File: src/rtl/lsu_pkg.sv
// Shared definitions for the load/store unit: funct3 codes, FSM encoding, byte-enable bases.
package lsu_pkg;

  localparam logic [2:0] F3_LB  = 3'b000;
  localparam logic [2:0] F3_LH  = 3'b001;
  localparam logic [2:0] F3_LW  = 3'b010;
  localparam logic [2:0] F3_LBU = 3'b100;
  localparam logic [2:0] F3_LHU = 3'b101;

  localparam logic [1:0] ST_IDLE = 2'd0;
  localparam logic [1:0] ST_REQ  = 2'd1;
  localparam logic [1:0] ST_RESP = 2'd2;

  localparam logic [3:0] BE_B = 4'b0001;
  localparam logic [3:0] BE_H = 4'b0011;
  localparam logic [3:0] BE_W = 4'b1111;

  // Stores have no unsigned variants, so any funct3 with bit 2 set is illegal for them.
  function automatic logic f3_illegal(input logic [2:0] f3, input logic we);
    return (f3 == 3'b011) || (f3 == 3'b110) || (f3 == 3'b111) || (we && f3[2]);
  endfunction

  function automatic logic f3_misaligned(input logic [2:0] f3, input logic [1:0] a);
    return ((f3[1:0] == 2'b01) && a[0]) || ((f3[1:0] == 2'b10) && (a != 2'b00));
  endfunction

endpackage

File: src/rtl/lsu_align.sv
// Combinational lane logic: byte enables and store replication outbound, lane extract and
// sign/zero extension inbound. Halfwords use a[1] only, words always use lane 0.
module lsu_align
  import lsu_pkg::*;
(
  input  logic [2:0]  func3_i,
  input  logic [1:0]  addr_lo_i,
  input  logic [31:0] wdata_i,
  input  logic [31:0] rdata_i,
  output logic [3:0]  be_o,
  output logic [31:0] wdata_o,
  output logic [31:0] rdata_o
);

  logic [1:0]  sh;
  logic [31:0] lane;

  always_comb begin
    sh      = '0;
    be_o    = BE_W;
    wdata_o = wdata_i;
    rdata_o = '0;
    case (func3_i[1:0])
      2'b00: begin
        sh      = addr_lo_i;
        be_o    = BE_B << sh;
        wdata_o = {4{wdata_i[7:0]}};
      end
      2'b01: begin
        sh      = {addr_lo_i[1], 1'b0};
        be_o    = BE_H << sh;
        wdata_o = {2{wdata_i[15:0]}};
      end
      default: begin
        sh      = '0;
        be_o    = BE_W;
        wdata_o = wdata_i;
      end
    endcase

    lane = rdata_i >> {sh, 3'b000};
    case (func3_i)
      F3_LB:   rdata_o = {{24{lane[7]}}, lane[7:0]};
      F3_LH:   rdata_o = {{16{lane[15]}}, lane[15:0]};
      F3_LBU:  rdata_o = {24'd0, lane[7:0]};
      F3_LHU:  rdata_o = {16'd0, lane[15:0]};
      default: rdata_o = lane;
    endcase
  end

endmodule

File: src/rtl/load_store_unit.sv
// Memory stage: one word access per request over a req/ack handshake with timeout.
// Define LSU_MISALIGN_TRAP_EN to fault misaligned halfword/word accesses instead of ignoring low bits.
module load_store_unit
  import lsu_pkg::*;
#(
  parameter int unsigned ADDR_W         = 5,
  parameter int unsigned TIMEOUT_CYCLES = 16
) (
  input  logic              clk,
  input  logic              reset,
  input  logic              i_Valid,
  input  logic              i_MemRead,
  input  logic              i_MemWrite,
  input  logic [2:0]        i_Func3,
  input  logic [31:0]       i_Address,
  input  logic [31:0]       i_WriteData,
  output logic              o_Ready,
  output logic              o_Done,
  output logic [31:0]       o_ReadData,
  output logic              o_Fault,
  output logic              o_MemReq,
  output logic              o_MemWe,
  output logic [ADDR_W-1:0] o_MemAddr,
  output logic [3:0]        o_MemBe,
  output logic [31:0]       o_MemWData,
  input  logic              i_MemAck,
  input  logic [31:0]       i_MemRData
);

  localparam int unsigned CNT_W = $clog2(TIMEOUT_CYCLES + 1);

  logic [1:0]        state_q, state_d;
  logic [ADDR_W+1:0] addr_q, addr_d;
  logic [2:0]        f3_q, f3_d;
  logic [31:0]       wdata_q, wdata_d;
  logic              we_q, we_d;
  logic              fault_q, fault_d;
  logic [31:0]       rdata_q, rdata_d;
  logic [CNT_W-1:0]  cnt_q, cnt_d;

  logic [3:0]  be;
  logic [31:0] st_wdata;
  logic [31:0] ld_data;
  logic        bad_req;
  logic        unused_addr;

  assign unused_addr = ^i_Address[31:ADDR_W+2];

`ifdef LSU_MISALIGN_TRAP_EN
  assign bad_req = f3_illegal(i_Func3, i_MemWrite) || f3_misaligned(i_Func3, i_Address[1:0]);
`else
  assign bad_req = f3_illegal(i_Func3, i_MemWrite);
`endif

  lsu_align u_align (
    .func3_i   (f3_q),
    .addr_lo_i (addr_q[1:0]),
    .wdata_i   (wdata_q),
    .rdata_i   (i_MemRData),
    .be_o      (be),
    .wdata_o   (st_wdata),
    .rdata_o   (ld_data)
  );

  always_comb begin
    state_d = state_q;
    addr_d  = addr_q;
    f3_d    = f3_q;
    wdata_d = wdata_q;
    we_d    = we_q;
    fault_d = fault_q;
    rdata_d = rdata_q;
    cnt_d   = cnt_q;
    case (state_q)
      ST_IDLE: begin
        if (i_Valid && (i_MemRead || i_MemWrite)) begin
          addr_d  = i_Address[ADDR_W+1:0];
          f3_d    = i_Func3;
          wdata_d = i_WriteData;
          we_d    = i_MemWrite;
          cnt_d   = '0;
          if (bad_req) begin
            state_d = ST_RESP;
            fault_d = 1'b1;
            rdata_d = '0;
          end else begin
            state_d = ST_REQ;
            fault_d = 1'b0;
          end
        end
      end
      ST_REQ: begin
        // Ack is tested first so an ack on the final allowed cycle still completes cleanly.
        if (i_MemAck) begin
          state_d = ST_RESP;
          fault_d = 1'b0;
          rdata_d = we_q ? '0 : ld_data;
        end else if (cnt_q == CNT_W'(TIMEOUT_CYCLES - 1)) begin
          state_d = ST_RESP;
          fault_d = 1'b1;
          rdata_d = '0;
        end else begin
          cnt_d = cnt_q + 1'b1;
        end
      end
      ST_RESP: state_d = ST_IDLE;
      default: state_d = ST_IDLE;
    endcase
  end

  always_ff @(posedge clk or posedge reset) begin
    if (reset) begin
      state_q <= ST_IDLE;
      addr_q  <= '0;
      f3_q    <= '0;
      wdata_q <= '0;
      we_q    <= 1'b0;
      fault_q <= 1'b0;
      rdata_q <= '0;
      cnt_q   <= '0;
    end else begin
      state_q <= state_d;
      addr_q  <= addr_d;
      f3_q    <= f3_d;
      wdata_q <= wdata_d;
      we_q    <= we_d;
      fault_q <= fault_d;
      rdata_q <= rdata_d;
      cnt_q   <= cnt_d;
    end
  end

  assign o_Ready    = (state_q == ST_IDLE);
  assign o_Done     = (state_q == ST_RESP);
  assign o_Fault    = o_Done && fault_q;
  assign o_ReadData = rdata_q;
  assign o_MemReq   = (state_q == ST_REQ);
  assign o_MemWe    = o_MemReq && we_q;
  assign o_MemAddr  = addr_q[ADDR_W+1:2];
  assign o_MemBe    = o_MemReq ? be : '0;
  assign o_MemWData = st_wdata;

endmodule

File: config.mk
export PLATFORM = sky130hd
export DESIGN_NAME = load_store_unit
export DESIGN_NICKNAME = d
export VERILOG_FILES = /design/src/rtl/lsu_pkg.sv /design/src/rtl/lsu_align.sv /design/src/rtl/load_store_unit.sv
export SDC_FILE = /design/constraint.sdc
export NUM_CORES = 1
export LEC_CHECK = 0
export BUFFER_PORTS_ARGS = -buffer_cell sky130_fd_sc_hd__buf_2
export CAP_MARGIN = 20
export CORE_ASPECT_RATIO = 0.6
export CORE_UTILIZATION = 45
export CTS_BUF_LIST = sky130_fd_sc_hd__clkbuf_8
export CTS_CLUSTER_DIAMETER = 120
export CTS_CLUSTER_SIZE = 25
export DETAILED_ROUTE_END_ITERATION = 8
export GPL_TIMING_DRIVEN = 0
export HOLD_SLACK_MARGIN = 0.1
export PLACE_DENSITY = 0.84
export SYNTH_ARGS = -nofsm -noshare
export SYNTH_HDL_FRONTEND = slang
export SYNTH_SLANG_ARGS = --single-unit
File: constraint.sdc
create_clock -name clk -period 2.6 [get_ports clk]
set_input_delay 0.39 -clock clk [delete_from_list [all_inputs] [get_ports clk]]
set_output_delay 0.39 -clock clk [all_outputs]
set_load 0.02 [all_outputs]
==> results of run 1 <==
==> layer usage <==
metal	share of wire, %	track usage (%)
met4	1.4	7.65
met5	0	0
met2	43	39.6
met1	46	37.8
met3	9.0	6.76
==> sequential cells by signal, summed over array words and instances, names as in the netlist <==
name        flops
f3_q            3
o_ReadData     32
fault_q         1
we_q            1
cnt_q           5
state_q         2
wdata_q        32
addr_q          7
==> cell type report <==
cell class	count	area [µm²]
timing repair buffer	159	823
inverter	22	85.1
sequential	83	2080
fill	782	3750
multi-input combinational	315	1860
buffer	43	265
clock buffer	10	138
clock inverter	6	65.1
tap	130	163
==> kinds of logic after synthesis <==
family	count (synthesis)	synth area share, %
buffers and inverters	66	8.15
adder cells (fa/ha/maj)	2	0.584
flip-flops	83	48.5
AND/OR/NAND/NOR	195	19.9
XOR/XNOR	1	0.204
AO/OA/AOI/OAI	85	14.7
multiplexers	32	7.97
==> power by group <==
group / total (mW) / switching (mW) / internal [mW]
Sequential: 2.21 / 0.386 / 1.82
Combinational: 3.35 / 2.07 / 1.28
Clock: 0.961 / 0.491 / 0.470
==> stage by stage <==
step / TNS, ns / power, mW / instances
2_1_floorplan: 0 / 4.42 / 464
4_1_cts: 0 / 6.51 / 768
5_1_grt: 0 / 6.89 / 768
3_3_place_gp: -76.12 / 5.45 / 751
3_5_place_dp: 0 / 5.55 / 752
6_report: 0 / 6.52 / 768
==> layout by cell type, fill, tap and decap left out, drive strengths merged, types with 7 or more instances in the layout <==
cell type    n
a32o         7
a211o        8
mux2i       15
a221o       16
o21ai       14
inv         24
nand3       12
a21oi       20
buf        189
mux2        17
nor2        15
nand2      148
clkbuf      22
dfrtp       83
o211ai       8
==> worst reg2reg max path, stage by stage (launching register included) <==
cell and delay, ns:
dfrtp_1 0.41, ha_1 0.22, and3_1 0.18, ha_1 0.18
nor2_1 0.22, nor2_1 0.07, o21ai_1 0.46, buf_2 0.36
a221o_1 0.21
==> worst max path at each step <==
stage | startpoint | to | slack [ns] | cells after the start
after detailed placement | cnt_q[0] | o_ReadData[31] | 0.16 | 8
final | f3_q[1] | o_MemWData[20] | 0.11 | 4
after global routing | f3_q[1] | o_MemBe[0] | 0.03 | 6
after floorplan | reset | addr_q[0] | 0.07 | 1
after CTS | f3_q[0] | o_MemWData[9] | 0.12 | 5
after global placement | reset | o_ReadData[18] | -0.92 | 2
==> timing repair <==
| item | CTS | global route |
|---|---|---|
| pin swaps | 0 | 0 |
| hold endpoints to repair | 35 | 0 |
| resized for setup | 1 | 2 |
| setup endpoints to repair | 9 | 9 |
| hold buffers | 1 | 0 |
==> summary.md, run 1 <==
| Metric | Value |
|---|---|
| Status | finished, final reports clean |
| Layout cells sized above 1 | 35.3% |
| Peak VDD IR | 0.649 mV |
| Initial antenna violation count | 0 |
| Number of global-route vias before repair | 3943 |
| Total core area | 9220 µm² |
| Distinct cells, synth | 51 |
| H-tree levels | 3 |
| Cells after synthesis | 464 |
| Number of max-cap violations | 0 |
| Drt first pass iters | 5 |
| Slowest stage cell, crit path | dfrtp_1 |
| Worst slew margin | 43.4% |
| Final Hold Viols | 0 |
| Worst-skew pair later-pin latency | 0.37 ns |
| Boundary pin count | 183 |
| Die W | 128 µm |
| Initial DRC Count | 326 |
| Clock slew at reported path FFs | ~0.09 ns |
| Worst Path Max Fanout | 19 |
| Fmax | 401 MHz |
| Die area | between 9000 and 10000 µm² |
| Reg2Reg Depth | 8 |
| Number of port buffers | 157 |
| WHS Path Cells | 3 |
| Placement Cell Area | 5260 µm² |
| Buffers & Inverters on Critical Path | 3 |
| Mapped Nets | 571 |
| Synth warn | 0 |
| Starting Density | a little under half |
| Crit-path cells | buf_2, buf_2, mux2_2, buf_2 |
| Longest Clk Path Bufs | 2 |
| Antenna diodes | 0 |
| Mean Syn Cell Area | approximately 9 µm² |
| RSZ-0062 raised after global routing | no |
| EDFF count, synth | 0 |
| Clock skew | 0.0127 ns |
| CTS root buf | clkbuf_8 |
| Final setup vio count | 0 |
| Nets | 740 |
| Floorplan row count | 27 |
| Remaining DRCs | 0 |
| Least-Margin Pin Slew | 0.841 ns |
| Worst EP required | between 2 and 2.5 ns |
| First-pass GRT wire length | between 15000 and 20000 µm |
| Register area share after synthesis | 48.5% |
| Hold slack | 0.210 ns |
| Most used DFF post-synth | dfrtp_1 |
| CP arrival | 2.10 ns |
| Pwr/cell area | 1190 nW/µm² |
| Gr usage total | 26.4% |
| Die Ht | approximately 78 µm |
| Worst Hold Path EP | addr_q[4] |
| Reg-to-reg slack, setup | 0.22 ns |
| Crit path launch type | flop |
| WL final | 12700 µm |
| Largest net degree at the start of global routing | 49 |
| Fin. max-slew vios | 0 |
| Crit path time final | 2.49 ns |
| Dpl hpwl | 9540 µm |
| Delay-heaviest family, CP | buffers and inverters |
| CP max stage delay | 0.48 ns |
| Total CTS buffers | 9 |
| Leak | 3.11 nW |
| Antenna-violating nets left | 0 |
| Fin util | 59.4% |
| Clock sinks | between 80 and 90 |
| Setup slack after layout | roughly 0.11 ns |
| Via count | 4090 |
| Post CTS Setup Buffer Count | 0 |
| Post-synth ARST share | between 90% and 100% |
| Leading area contributor after synthesis | dfrtp_1 |
| Synth top area cells | dfrtp_1 48%, nand2_1 13%, a221o_1 3.7%, mux2i_1 3.5%, mux2_1 2.4% |
| Hold Path Origin | i_Address[4] |
| Post-route cell area | 5470 µm² |
| Count leader, synth | nand2_1 |
| Synth top cells by count | 148 x nand2_1, 83 x dfrtp_1, 20 x a21oi_1, 20 x inv_1, 16 x a221o_1 |
| Post-synth design cell area | 4280 µm² |
| Critical Path Sink Type | output port |
| Capturing point of the worst reg2reg path | o_ReadData[22] |
| GRT overflow | 0 |
| Area fraction of the dominant cell type after synthesis | between 40% and 50% |
| DP Worst Slack | 0.160 ns |
| WL per Instance | around 17 µm |
| Hold crit path type | input port to flop |
| Worst setup path class | flop to output port |
| Drt via density | 5.33 |
| Final period util | 95.8% |
| Post-synthesis register bit count | 83 |
| R2r startpoint | cnt_q[0] |
| P&R area growth vs syn | 27.8% |
| CP most frequent cell | buf_2 |
| Placer Congestion | 0.921 |
| CTS tree | built |
Note: power is estimated with default switching activity, not from simulation.
==> run 2: changes to the inputs <==
GPL_TIMING_DRIVEN = 1   (was 0)
==> run 2 against run 1 <==
Die area did not move. Largest cell class unchanged. Largest power group unchanged. Wire length shrank 8.6%. Cell count decreased by 4.0%. Count of clock-buffer cells in the layout grew 1. Critical path type unchanged. Hold slack improved by 0.0011 ns. Combinational power is 6.9% lower. Clock skew down 0.0040 ns.
==> summary.md, run 2 (synthesis gave the netlist of run 1 again) <==
| Metric | Value |
|---|---|
| Dpl hpwl | 8180 µm (-14%) |
| P&R area growth vs syn | 23.5% |
| Commonest non-fill, non-tap cell in the layout | buf_2 |
| Critical Path Sink Type | output port |
| Worst Path Max Fanout | 18 (-1) |
| Pwr/cell area | 1170 nW/µm² (-1.5%) |
| GRT overflow | 0 (unchanged) |
| Least-Margin Pin Slew | 0.645 ns (-0.195 ns) |
| Worst-skew pair later-pin latency | 0.36 ns (about the same) |
| Die Ht | 77.6 µm (unchanged) |
| CTS root buf | clkbuf_8 |
| Number of port buffers | 157 (unchanged) |
| Drt first pass iters | 5 (unchanged) |
| Starting Density | 46.5% (unchanged) |
| Peak VDD IR | 0.643 mV (-0.99%) |
| Antenna diodes | 0 (unchanged) |
| Drt via density | 5.30 (-0.41%) |
| Remaining DRCs | 0 (unchanged) |
| Worst slew margin | 56.9% (+14 points) |
| Initial DRC Count | 215 (-34%) |
| CP max stage delay | 0.50 ns (+0.02 ns) |
| Via count | 3909 (-4.4%) |
| Hold crit path type | input port to flop |
| Leak | 3.00 nW (-3.5%) |
| Total CTS buffers | 9 (unchanged) |
| Reg-to-reg slack, setup | 0.51 ns (+0.29 ns) |
| Buffers & Inverters on Critical Path | 2 (-1) |
| Delay-heaviest family, CP | flip-flops |
| Crit path launch type | flop |
| CTS tree | built |
| Clock sinks | 83 (unchanged) |
| WHS Path Cells | 3 (unchanged) |
| RSZ-0062 raised after global routing | no |
| H-tree levels | 3 (unchanged) |
| WL final | 11600 µm (-8.6%) |
| Fin util | 57.4% (-2.0 points) |
| Fin. max-slew vios | 0 (unchanged) |
| Longest Clk Path Bufs | 2 (unchanged) |
| Boundary pin count | 183 (unchanged) |
| Worst EP required | 2.21 ns (about the same) |
| Crit-path cells | nor2_2, buf_4, mux2_1, buf_2 |
| Final Hold Viols | 0 (unchanged) |
| Hold slack | 0.211 ns (+0.00109 ns) |
| Floorplan row count | 27 (unchanged) |
| Total core area | 9220 µm² (unchanged) |
| Nets | 709 (-4.2%) |
| First-pass GRT wire length | 19000 µm (-4.9%) |
| CP arrival | 1.88 ns (-0.22 ns) |
| Layout cells sized above 1 | 34.4% (-0.83 points) |
| Clock skew | 0.00872 ns (-0.00397 ns) |
| Number of global-route vias before repair | 3868 (-1.9%) |
| Number of max-cap violations | 0 (unchanged) |
| WL per Instance | 15.8 µm (-4.7%) |
| DP Worst Slack | 0.565 ns (+0.405 ns) |
| Reg2Reg Depth | 8 (unchanged) |
| Capturing point of the worst reg2reg path | o_ReadData[30] |
| Fill cells | 827 (+5.8%) |
| Setup TNS | 0 ns (unchanged) |
| Fmax | 441 MHz (+9.9%) |
| Final setup vio count | 0 (unchanged) |
| Hold Path Origin | i_WriteData[19] |
| Die W | 128 µm (unchanged) |
| Die area | 9930 µm² (unchanged) |
| Slowest stage cell, crit path | dfrtp_1 |
| Status | finished, final reports clean |
| Gr usage total | 24.8% (-1.6 points) |
| Crit path time final | 2.27 ns (-0.224 ns) |
| Initial antenna violation count | 0 (unchanged) |
| Clock slew at reported path FFs | 0.09 ns (about the same) |
| Worst setup path class | flop to output port |
| Final period util | 87.2% (-8.6 points) |
| Placer Congestion | 0.858 (-6.9%) |
| Largest net degree at the start of global routing | 49 (unchanged) |
| R2r startpoint | cnt_q[0] |
| Setup slack after layout | 0.333 ns (+0.224 ns) |
| Antenna-violating nets left | 0 (unchanged) |
| Most frequent cells in the layout | 157 x buf_2, 148 x nand2_1, 82 x dfrtp_1, 20 x inv_1, 20 x a21oi_1 |
| Overall power | 6.21 mW (-4.8%) |
| Worst Hold Path EP | wdata_q[19] |
-- run 2: cell count changes in the layout (fill, tap and decap cells not counted), moves of 2 or more --
cell,change
buf_6,-5
o21ai_1,-2
clkbuf_1,-11
buf_4,-2
clkinv_2,+3
buf_2,-13
-- run 2: tightest hold or removal path, stage by stage --
cell and delay (ns):
buf_2 0.07, nand2_1 0.04, nand2_1 0.04
-- run 2: timing repair --
| item | 4_1_cts | 5_1_grt |
|---|---|---|
| buffers inserted | 0 | 0 |
| hold buffers | 1 | 0 |
| hold endpoints to repair | 8 | 0 |
| gates resized for setup | 0 | 0 |
-- run 2: worst max path at each step --
stage	startpoint	to	slack (ns)	cells past startpoint
final	f3_q[0]	o_MemWData[11]	0.33	4
after global routing	f3_q[0]	o_MemWData[10]	0.26	4
after CTS	f3_q[0]	o_MemWData[11]	0.34	4
after detailed placement	cnt_q[0]	o_ReadData[24]	0.56	8
after global placement	f3_q[0]	o_ReadData[29]	0.42	4
after floorplan	reset	addr_q[0]	0.07	1
-- run 2: cell type report --
| cell class | instances | area, µm² | share of cell area, % |
|---|---|---|---|
| repair buffers | 171 | 913 | 17.3 |
| clock buffers | 11 | 151 | 2.86 |
| inverters | 22 | 83.8 | 1.58 |
| flip-flops and latches | 83 | 2080 | 39.3 |
| clock inverters | 5 | 28.8 | 0.544 |
| multi-input cells | 315 | 1870 | 35.4 |
| well taps | 130 | 163 | 3.07 |
-- run 2: through the flow --
| step | cells | area, µm² |
|---|---|---|
| final | 737 | 5290 |
| after global routing | 737 | 5290 |
| after CTS | 737 | 5290 |
| after detailed placement | 720 | 5100 |
| after global placement | 719 | 5090 |
| after floorplan | 464 | 4280 |
-- run 2: power by group --
part / internal [mW] / switching (mW)
registers: 1.82 / 0.407
clock network: 0.392 / 0.466
logic: 1.17 / 1.96
total: 3.38 / 2.83
-- run 2: per-layer routing --
| layer | vias to the layer above | share of wire [%] | global-route usage [%] |
|---|---|---|---|
| li1 | 1847 | - | - |
| met1 | 1872 | 45 | 33.1 |
| met2 | 172 | 45 | 38.8 |
| met3 | 18 | 8.1 | 7.72 |
| met4 | 0 | 1.3 | 7.41 |
| met5 | - | 0 | 0 |
==> run 3: changes to the inputs <==
--- a/config.mk
+++ b/config.mk
@@ -8,5 +8,4 @@
 export BUFFER_PORTS_ARGS = -buffer_cell sky130_fd_sc_hd__buf_2
 export CAP_MARGIN = 20
-export CORE_ASPECT_RATIO = 0.6
 export CORE_UTILIZATION = 45
 export CTS_BUF_LIST = sky130_fd_sc_hd__clkbuf_8
==> constraint.sdc (replaced) <==
create_clock -name clk -period 2.6 [get_ports clk]
set_input_delay 0.52 -clock clk [delete_from_list [all_inputs] [get_ports clk]]
set_output_delay 0.52 -clock clk [all_outputs]
set_load 0.02 [all_outputs]
==> run 3 against run 2 <==
Combinational power decreased by 2%. Wire length decreased by 1.2%. Die area is 0.13% lower. Count of clock-buffer cells in the layout is 2 lower. Critical path depth did not move. First-iteration DRC count rose by 15%. Clock skew up 0.0025 ns. Cell count decreased by 0.54%. Worst setup slack worse by 0.096 ns. Hold slack gained 0.10 ns. Sequential share of layout area is 0.14 points lower. Clock power up 18%.
==> summary.md, run 3 (synthesis gave the netlist of run 1 again) <==
| Metric | Value |
|---|---|
| Status | finished, final reports clean |
| Die area | 9910 µm² (-0.13%) |
| Die Ht | 99.6 µm (+28%) |
| Crit path launch type | flop |
| GRT overflow | 0 (unchanged) |
| First-pass GRT wire length | 18600 µm (-1.9%) |
| Antenna diodes | 0 (unchanged) |
| Worst Path Max Fanout | 25 (+7) |
| Most frequent cells in the layout | 157 x buf_2, 148 x nand2_1, 82 x dfrtp_1, 20 x inv_1, 20 x a21oi_1 |
| CTS resizes | 0 (unchanged) |
| Worst slew margin | 45.3% (-12 points) |
| Clock sinks | 83 (unchanged) |
| Drt via density | 5.33 (+0.42%) |
| Pwr/cell area | 1200 nW/µm² (+1.9%) |
| Fin util | 57.5% (+0.094 points) |
| Total core area | 9240 µm² (+0.19%) |
| Final Hold Viols | 0 (unchanged) |
| Fmax | 423 MHz (-4.1%) |
| Gr usage total | 24.0% (-0.81 points) |
| Final period util | 90.9% (+3.7 points) |
| Crit path time final | 2.36 ns (+0.0958 ns) |
| WL per Instance | 15.7 µm (-0.68%) |
| Number of global-route vias before repair | 3812 (-1.4%) |
| Drt first pass iters | 5 (unchanged) |
| Placed insts | 717 (-0.42%) |
| Fin. max-slew vios | 0 (unchanged) |
| Layout cells sized above 1 | 34.3% (-0.16 points) |
| Die W | 99.6 µm (-22%) |
| CTS tree | built |
| CTS root buf | clkbuf_8 |
| Reg-to-reg slack, setup | 0.52 ns (about the same) |
| Critical Path Sink Type | output port |
| Nets | 706 (-0.42%) |
| Remaining DRCs | 0 (unchanged) |
| Commonest non-fill, non-tap cell in the layout | buf_2 |
| Clock skew | 0.0112 ns (+0.00251 ns) |
| Dpl hpwl | 8490 µm (+3.9%) |
| Worst-skew pair later-pin latency | 0.34 ns (-0.02 ns) |
| H-tree levels | 3 (unchanged) |
| Clock slew at reported path FFs | 0.09 ns (about the same) |
| Peak VDD IR | 0.616 mV (-4.2%) |
| Final setup vio count | 0 (unchanged) |
| Number of port buffers | 157 (unchanged) |
| Boundary pin count | 183 (unchanged) |
| Setup TNS | 0 ns (unchanged) |
| Largest net degree at the start of global routing | 48 (-2.0%) |
| Starting Density | 46.4% (-0.088 points) |
| Floorplan row count | 35 (+30%) |
| WL final | 11500 µm (-1.2%) |
| CP arrival | 1.84 ns (-0.04 ns) |
| Hold crit path type | input port to asynchronous set/reset pin |
| Placer Congestion | 0.880 (+2.6%) |
| Cts hold-fix bufs | 0 (-1) |
| Overall power | 6.35 mW (+2.3%) |
| Initial DRC Count | 247 (+15%) |
| Final instance count without filler cells | 733 (-0.54%) |
| Initial antenna violation count | 0 (unchanged) |
| Via count | 3904 (-0.13%) |
| Antenna-violating nets left | 0 (unchanged) |
| Number of max-cap violations | 0 (unchanged) |
| Leak | 3.00 nW (about the same) |
| Total CTS buffers | 9 (unchanged) |
| Worst EP required | 2.08 ns (-0.13 ns) |
| Post CTS Setup Buffer Count | 0 (unchanged) |
| Worst setup path class | flop to output port |
| Longest Clk Path Bufs | 2 (unchanged) |
| P&R area growth vs syn | 24.0% |
| Least-Margin Pin Slew | 0.818 ns (+0.173 ns) |
| RSZ-0062 raised after global routing | no |
-- run 3: cell types whose count changed in the layout (fill, tap and decap cells not counted), moves of 2 or more --
cell	previous run	this run
clkinv_4	0	2
clkbuf_8	11	9
buf_4	11	9
clkinv_2	3	1
bufinv_16	0	2
-- run 3: per-stage QoR --
stage	hold slack [ns]	setup WS, ns	area (µm²)
2_1_floorplan	0.440	0.527	4290
3_3_place_gp	0.457	0.593	5090
5_1_grt	0.346	0.151	5310
6_report	0.313	0.237	5310
4_1_cts	0.337	0.227	5310
3_5_place_dp	0.457	0.539	5090
-- run 3: final timing paths --
path | start | end | depth (start not counted)
setup / recovery | f3_q[1] | o_MemWData[9] | 4
hold / removal | reset | addr_q[2] | 2
setup reg to reg | f3_q[1] | o_ReadData[12] | 6
hold reg to reg | addr_q[6] | addr_q[6] | 2
max in group asynchronous | reset | o_ReadData[20] | 3
min in group clk | i_Address[4] | addr_q[4] | 3
-- run 3: critical path, stage by stage (launching register included) --
cell and delay, ns:
dfrtp_2 0.59, nor2_2 0.17, buf_4 0.22, mux2_1 0.35, buf_2 0.17
-- run 3: final cells by class --
cell class	count	area, µm²
Clock buffer	9	124
Timing Repair Buffer	168	893
Sequential cell	83	2080
Clock inverter	7	93.8
Tap cell	129	161
Inverter	22	86.3
Fill cell	794	3930
Multi-Input combinational cell	315	1870
-- run 3: metal layers --
metal | global-route usage, % | wire [µm] | part of all wire, %
met4 | 8.71 | 263 | 2.3
met1 | 29.2 | 4770 | 42
met3 | 5.34 | 847 | 7.4
met2 | 41.8 | 5600 | 49
met5 | 0 | 0 | 0
-- run 3: where the power goes --
| part | switching (mW) | internal (mW) |
|---|---|---|
| combinational | 1.89 | 1.18 |
| clock | 0.469 | 0.539 |
| sequential | 0.452 | 1.82 |
| total | 2.81 | 3.54 |
